<file path="src/rtl/led_pattern_pkg.sv">
// Shared types for the LED pattern generator: pattern modes, bounce direction
// and the per-mode initial pattern.
package led_pattern_pkg;

  typedef enum logic [1:0] {
    MODE_COUNT_UP   = 2'd0,
    MODE_COUNT_DOWN = 2'd1,
    MODE_BOUNCE     = 2'd2,
    MODE_ROTATE     = 2'd3
  } mode_e;

  typedef enum logic {
    DIR_UP   = 1'b0,
    DIR_DOWN = 1'b1
  } dir_e;

  localparam int unsigned MaxWidth = 32;

  // Result is MaxWidth wide; callers truncate to their own Width.
  function automatic logic [MaxWidth-1:0] mode_init(input mode_e m, input int unsigned width);
    logic [MaxWidth-1:0] v;
    v = '0;
    unique case (m)
      MODE_COUNT_UP:   v = '0;
      MODE_COUNT_DOWN: v = {MaxWidth{1'b1}} >> (MaxWidth - width);
      MODE_BOUNCE:     v = MaxWidth'(1);
      MODE_ROTATE:     v = MaxWidth'(1);
    endcase
    return v;
  endfunction

endpackage

</file>
<file path="src/rtl/led_pattern_gen_tick_prescaler.sv">
// Free-running step prescaler: counts 0..TickDiv-1 while en, holds otherwise.
// tick is combinational, high during the last count of each period while en.
module tick_prescaler #(
  parameter int unsigned TickDiv = 12000000
) (
  input  logic clk,
  input  logic rstx,
  input  logic en,
  output logic tick
);

  localparam int unsigned CntW = (TickDiv > 1) ? $clog2(TickDiv) : 1;
  localparam logic [CntW-1:0] CntLast = CntW'(TickDiv - 1);

  logic [CntW-1:0] cnt_q;
  logic [CntW-1:0] cnt_d;
  logic            at_last;

  assign at_last = (cnt_q == CntLast);
  assign tick    = en & at_last;

  always_comb begin
    cnt_d = cnt_q;
    if (en) begin
      cnt_d = at_last ? '0 : cnt_q + CntW'(1);
    end
  end

  always_ff @(posedge clk or negedge rstx) begin
    if (!rstx) begin
      cnt_q <= '0;
    end else begin
      cnt_q <= cnt_d;
    end
  end

endmodule

</file>
<file path="src/rtl/led_pattern_gen.sv">
// Multi-mode LED pattern generator (count up/down, bounce, rotate) with pause/step.
// Optional breathing PWM overlay enabled by defining LED_PATTERN_BREATHE_EN.
module led_pattern_gen
  import led_pattern_pkg::*;
#(
  parameter int unsigned Width     = 8,
  parameter int unsigned TickDiv   = 12000000,
  parameter bit          ActiveLow = 1'b1
) (
  input  logic             clk,
  input  logic             rstx,
  input  logic [1:0]       mode,
  input  logic             run,
  input  logic             step,
  output logic             tick,
  output logic [Width-1:0] ledx
);

  localparam logic [Width-1:0] LedOff = {Width{ActiveLow}};

  logic raw_tick;
  logic adv;

  tick_prescaler #(.TickDiv(TickDiv)) u_prescaler (
    .clk  (clk),
    .rstx (rstx),
    .en   (run),
    .tick (raw_tick)
  );

  assign adv = (run & raw_tick) | (~run & step);

  mode_e            mode_in;
  mode_e            mode_q,    mode_d;
  dir_e             dir_q,     dir_d;
  logic [Width-1:0] pattern_q, pattern_d;
  logic             tick_q,    tick_d;
  logic [Width-1:0] ledx_q,    ledx_d;
  logic [Width-1:0] lit_mask;

  assign mode_in = mode_e'(mode);

  // A mode change is applied on an advance event and consumes it: the pattern
  // restarts from the new mode's initial value instead of stepping.
  always_comb begin
    mode_d    = mode_q;
    dir_d     = dir_q;
    pattern_d = pattern_q;
    if (adv) begin
      if (mode_in != mode_q) begin
        mode_d    = mode_in;
        pattern_d = Width'(mode_init(mode_in, Width));
        dir_d     = DIR_UP;
      end else begin
        unique case (mode_q)
          MODE_COUNT_UP:   pattern_d = pattern_q + Width'(1);
          MODE_COUNT_DOWN: pattern_d = pattern_q - Width'(1);
          MODE_ROTATE:     pattern_d = {pattern_q[Width-2:0], pattern_q[Width-1]};
          MODE_BOUNCE: begin
            if (dir_q == DIR_UP) begin
              pattern_d = pattern_q << 1;
              if (pattern_d[Width-1]) dir_d = DIR_DOWN;
            end else begin
              pattern_d = pattern_q >> 1;
              if (pattern_d[0]) dir_d = DIR_UP;
            end
          end
        endcase
      end
    end
  end

`ifdef LED_PATTERN_BREATHE_EN
  logic [7:0] pwm_q,     pwm_d;
  logic [7:0] duty_q,    duty_d;
  logic       duty_up_q, duty_up_d;

  // Duty walks a 0..255..0 triangle, one step per PWM period.
  always_comb begin
    pwm_d     = pwm_q + 8'd1;
    duty_d    = duty_q;
    duty_up_d = duty_up_q;
    if (pwm_q == 8'hFF) begin
      if (duty_up_q) begin
        duty_d = duty_q + 8'd1;
        if (duty_q == 8'hFE) duty_up_d = 1'b0;
      end else begin
        duty_d = duty_q - 8'd1;
        if (duty_q == 8'h01) duty_up_d = 1'b1;
      end
    end
    lit_mask = {Width{pwm_q < duty_q}};
  end

  always_ff @(posedge clk or negedge rstx) begin
    if (!rstx) begin
      pwm_q     <= '0;
      duty_q    <= '0;
      duty_up_q <= 1'b1;
    end else begin
      pwm_q     <= pwm_d;
      duty_q    <= duty_d;
      duty_up_q <= duty_up_d;
    end
  end
`else
  assign lit_mask = {Width{1'b1}};
`endif

  // Drive is built from the next pattern so ledx changes together with tick.
  assign tick_d = adv;
  assign ledx_d = (pattern_d & lit_mask) ^ LedOff;

  always_ff @(posedge clk or negedge rstx) begin
    if (!rstx) begin
      mode_q    <= MODE_COUNT_UP;
      dir_q     <= DIR_UP;
      pattern_q <= '0;
      tick_q    <= 1'b0;
      ledx_q    <= LedOff;
    end else begin
      mode_q    <= mode_d;
      dir_q     <= dir_d;
      pattern_q <= pattern_d;
      tick_q    <= tick_d;
      ledx_q    <= ledx_d;
    end
  end

  assign tick = tick_q;
  assign ledx = ledx_q;

endmodule
</file>
<file path="config.mk">
export PLATFORM = sky130hd
export DESIGN_NAME = led_pattern_gen
export DESIGN_NICKNAME = d
export VERILOG_FILES = /design/src/rtl/led_pattern_pkg.sv /design/src/rtl/led_pattern_gen_tick_prescaler.sv /design/src/rtl/led_pattern_gen.sv
export SDC_FILE = /design/constraint.sdc
export NUM_CORES = 1
export LEC_CHECK = 0
export ABC_AREA = 1
export BUFFER_PORTS_ARGS = -buffer_cell sky130_fd_sc_hd__buf_2
export CORE_AREA = 4 4 81 98
export CTS_CLUSTER_SIZE = 25
export DETAILED_ROUTE_END_ITERATION = 10
export DIE_AREA = 0 0 85 102
export GPL_TIMING_DRIVEN = 1
export MAX_ROUTING_LAYER = met4
export PLACE_DENSITY = 0.61
export SETUP_SLACK_MARGIN = 0.3
export SLEW_MARGIN = 20
export SYNTH_ARGS = -nofsm -noshare
export SYNTH_HDL_FRONTEND = slang
export SYNTH_HIERARCHICAL = 1
export SYNTH_SLANG_ARGS = --single-unit
</file>
<file path="constraint.sdc">
create_clock -name clk -period 5.7 [get_ports clk]
set_input_delay 1.14 -clock clk [delete_from_list [all_inputs] [get_ports clk]]
set_output_delay 1.14 -clock clk [all_outputs]
set_load 0.005 [all_outputs]
</file>
-- Word-level counts from Yosys, hierarchy flattened
Cells that the tools add are included.
- register bits: 44
- RAM bits: 0
- bits of input ports: 6
- word-level logic and storage cells: 40
- output and inout bits: 9
- memories: 0
- ROM bits: 0
- bits in latches: 0
- reduce and logical (&&, ||, !) cells: 6
- equality and inequality tests: 8
- $lt $le $gt $ge: 0
- shift-type cells: 0
- bitwise operators: 6
- multipliers: 0
- multiplexer cells: 11
- add/sub/neg operators: 3
- div/mod/pow operators: 0
- operators by type and width (operator ; count):
    8-bit one-hot mux with 4 select lines ; 1
    24-bit by 1-bit adder with 24-bit output (second input constant) ; 1
    24-bit == test (second input constant) ; 1
    24-bit 2-to-1 mux ; 1
    8-bit 2-to-1 mux ; 3
    8-bit one-hot mux with 3 select lines ; 1
    8-bit by 1-bit adder with 8-bit output (second input constant) ; 1
    2-bit == test (second input constant) ; 4
    8-bit inverter ; 1
    8-bit by 1-bit subtractor with 8-bit output (second input constant) ; 1
    1-bit 2-to-1 mux ; 5
    2-bit by 1-bit == test with 1-bit output (second input constant) ; 2
    2-bit logical NOT ; 2
    2-bit AND reduction ; 2
    1-bit bitwise AND ; 3
    2-bit inequality test ; 1
    2-bit nonzero test ; 1
    2-bit OR reduction ; 1
    1-bit inverter ; 1
    1-bit bitwise OR ; 1

-- Longest topological paths before layout
- depth in word-level cells: 6
- mapped depth: 19
- mapped depth without buffers: 18

-- Modules after synthesis
Netlist, hierarchy kept.
- by module, submodules not included (module ; area an instance (µm²) ; cells an instance ; instances ; sequential area each (µm²)):
    tick_prescaler ; 1581.5 ; 234 ; 1 ; 600.6
    led_pattern_gen ; 1467.7 ; 188 ; 1 ; 510.5

-- Least setup slack after synthesis
Ideal clock, no wire load.
- path type: input to register
- start: input run
- end: register ledx_q[2], in the netlist ledx[2]
- setup time: 0.078 ns
- data required time: 5.622 ns
- cell stages on the path: 10
- arrival: 2.359 ns
- buffers on the path: 1
- setup slack: 3.263 ns
- cells stage by stage: buf_6 inv_2 nor2_2 nand2_1 nand2_1 inv_1 a21oi_1 nand2_1 o21ai_1 inv_1
- cells in the longest elaborated chain, start to end: 5
- elaborated cells between the ends (all ways): 7
- those cells by class: mux (1); bitwise (6)
- ends and longest elaborated chain (item ; RTL line ; text):
    from (decl) ; led_pattern_gen.sv:13 ; input logic run,
    1-bit bitwise AND ; led_pattern_gen_tick_prescaler.sv:20 ; assign tick = en & at_last;
    named net raw_tick ; led_pattern_gen.sv:21 ; logic raw_tick;
    1-bit bitwise AND ; led_pattern_gen.sv:31 ; assign adv = (run & raw_tick) | (~run & step);
    1-bit bitwise OR ; led_pattern_gen.sv:31 ;
    8-bit 2-to-1 mux ; led_pattern_gen.sv:49 ; if (adv) begin
    named net pattern_d[2] ; led_pattern_gen.sv:36 ; logic [Width-1:0] pattern_q, pattern_d;
    8-bit inverter (no line) ; - ;
    named net ledx_d[2] ; led_pattern_gen.sv:38 ; logic [Width-1:0] ledx_q, ledx_d;
    to (signal assigned) ; led_pattern_gen.sv:120 ; ledx_q <= LedOff;
    to (signal assigned) ; led_pattern_gen.sv:126 ; ledx_q <= ledx_d;
    to (decl) ; led_pattern_gen.sv:38 ;
The timed path passes the listed nets, and every way through them passes these cells.
A chain may end at the register's enable or synchronous reset.

-- Final worst setup path
Same ends and word-level chain as after synthesis.

==> metrics.cfg <==
[floorplan]
die_h_um=102
initial_core_util_pct=42.9
die_w_um=85
io_pins=15
rows=34
die_area_sq_um=8670
coreArea_sq_um=7100

[clock_tree]
cts_tree=built
root_buffer=clkbuf_8
cts_resized=0
clk_latency_ps=300
cts_max_path_buffers=2
cts_hold_buffers=0
post_cts_buffers=0
clk_pin_slew_ps=80
htreeDepth=2
cts.sinks=44
cts_made_buffers=5

[placement]
hpwl_um=5370
gp_congestion=0.844
detailedPlace.worstSlack_ps=2520
io_buffers=14

[global_routing]
antenna_found_initial=0
gr-total-overflow=0
first_global_vias=2565
grt_pass1_wl_um=11800
grt_max_degree=45
grt_usage_pct=17.7

[logic_synthesis]
synth_fp_nets=430
synthFlopType=dfrtp_1
seq_area_frac_synth_pct=36.4
netlist_area_sq_um=3050
synth.distinct_cells=43
avgSynthCellArea_sq_um=7.23
synthArstFlopShare_pct=100
synthCells=422
synth_edf_count=0
synth_seq_cells=44
yosys_warnings=6

[power_and_ir_drop]
vdd_ir_drop_max_mv=0.117
p_int_mw=0.600
leakage_nw=1.75
powerDensity_nw_per_um2=286
combPwrFrac_pct=29.2
p_switching_mw=0.342
power_frac_seq_pct=45.3
pwr-share-clk_pct=25.6
swShare_pct=36.3

[drt]
drt-total-wl_um=6880
drc_errors=0
antenna_left=0
dr.pass1.iters=4
avgRoutedWirePerCell_um=13.0
vias=2568
vias_per_cell=4.85
drt_first_iter_violations=126

[cells_and_area]
register_area_sq_um=1110
multi_input_area_sq_um=1600
syn2layout_area_growth_pct=8.12
nFillCells=723
n_antenna_cell=0
final_nets=446
drive_gt1_share_pct=19.1

[timing]
rsz0062_at_grt=false
setup_slack_ps=2890
maxSlewViolCount=0
finalCritPeriodShare_pct=49.3
post-route-min-period_ps=2810
final_hold_viol_count=0
setup_viol=0
fmax_mhz=356
hold_ws_ps=509
max_slew_margin_pct=53.3
tightest_slew_ps=700
finClkSkew_ps=5.58
fin_tns_setup_ps=0

[flow_run]
drv_cap=0

[worst_setup_path]
r2r-start=u_prescaler/cnt_q[0]
regToRegEndpoint=ledx[2]
start_kind=input pin
worst-setup-path-type=input pin to register
reg2reg_depth=12
regToRegSetupSlack_ps=2990
arrival_ps=3040
worstPathRequired_ps=5930
critPathMaxFanout=18
end_kind=register

[min_path]
min_path_cells=1
worstHoldStart=u_prescaler/cnt_q[4]
hold_class=register to register
min_to=u_prescaler/cnt_q[4]

[outcome]
status=complete, no violations

synth_stat cells, types with 2 or more instances:
master,n,area share [%]
nand2_1,119,15
inv_1,63,7.8
nor2_1,48,5.9
dfrtp_1,36,30
nand3_1,36,5.9
nand2_2,11,2.3
inv_2,10,1.2
xor2_1,9,2.6
dfstp_2,8,6.9
o21ai_0,8,1.3
a21oi_1,6,0.98
nand2_4,6,2.2
nor2_2,6,1.2
xnor2_1,6,1.7
nand3_2,5,1.6
o21ai_1,4,0.66
a21oi_2,3,0.86
a22oi_1,3,0.74
buf_6,3,1.1
nor2_4,3,1.1
a31oi_1,2,0.41
ha_1,2,0.82
nand3_4,2,1.1
nand4_1,2,0.41
o22ai_1,2,0.41
o31ai_1,2,0.49
worst max path at each step:
stage          slack, ps       end  from  cells after the start
2_1_floorplan       3260   ledx[2]   run                     10
3_3_place_gp        2600  register   run                      8
3_5_place_dp        2520   ledx[2]   run                     10
4_1_cts             2850   ledx[2]   run                     10
5_1_grt             2580   ledx[2]   run                     10
6_report            2890   ledx[2]   run                     10
power by group through the flow:
stage          clock network, mW  registers, mW  logic (mW)
2_1_floorplan                  0          0.411       0.226
3_3_place_gp                   0          0.432       0.274
3_5_place_dp                   0          0.433       0.277
4_1_cts                    0.247          0.428       0.278
5_1_grt                    0.259          0.435       0.313
6_report                   0.241          0.426       0.275
layer usage:
metal	track usage, %	up-vias	part of all wire [%]	routed length (um)
met5	-	-	0	0
met4	7.06	0	2.4	164
met3	2.02	13	1.8	121
met2	33.3	27	55	3790
met1	18.8	1191	41	2810
li1	-	1337	-	-
cells by family (layout without fill, tap and decap cells):
family	Yosys count	in the layout	share of synthesized area, %
flip-flops	44	44	36.4
AND/OR/NAND/NOR	243	243	38.9
XOR/XNOR	15	15	4.31
buffers and inverters	81	98	11.2
adder cells (fa/ha/maj)	2	2	0.821
AO/OA/AOI/OAI	37	37	8.25
worst max-delay path, cell delays in order:
cell and delay [ps]:
buf_2 240, inv_2 110, nor2_2 180, nand2_1 70, nand2_1 430, inv_1 170
a21oi_1 420, nand2_1 90, o21ai_1 110, inv_1 60
cell type report:
type,count,share of cell area (%)
Timing Repair Buffer,14,2.20
Tap cell,90,3.42
Multi-Input combinational cell,297,48.4
Clock inverter,2,1.06
Clock buffer,6,2.20
Sequential cell,44,33.7
Inverter,76,9.03
cells in the final DEF, fill, tap and decap left out, drive strengths merged:
cell type  instances
a21oi              9
a22oi              4
a31oi              2
and2               1
buf               14
bufinv             1
clkbuf             6
clkinv             2
dfrtp             36
dfstp              8
ha                 2
inv               75
nand2            137
nand3             43
nand4              3
nor2              58
nor3               1
o211ai             1
o21ai             13
o21bai             2
o221ai             1
o22ai              2
o311ai             1
o31ai              2
xnor2              6
xor2               9
flip-flops by register name (all words and copies together) (netlist names), named ones only:
signal             cells
u_prescaler/cnt_q     24
ledx                   8
pattern_q              5
mode_q                 2
dir_q                  1
tick                   1
stage by stage:
stage / util [%] / std cells / total power, mW / cell area [sq um]
4_1_cts: 46.4 / 529 / 0.953 / 3290
2_1_floorplan: - / 422 / 0.637 / 3050
3_3_place_gp: 44.9 / 521 / 0.706 / 3190
6_report: 46.4 / 529 / 0.942 / 3300
3_5_place_dp: 44.9 / 521 / 0.710 / 3190
5_1_grt: 46.4 / 529 / 1.01 / 3300
Note: power is estimated with default switching activity, not from simulation.
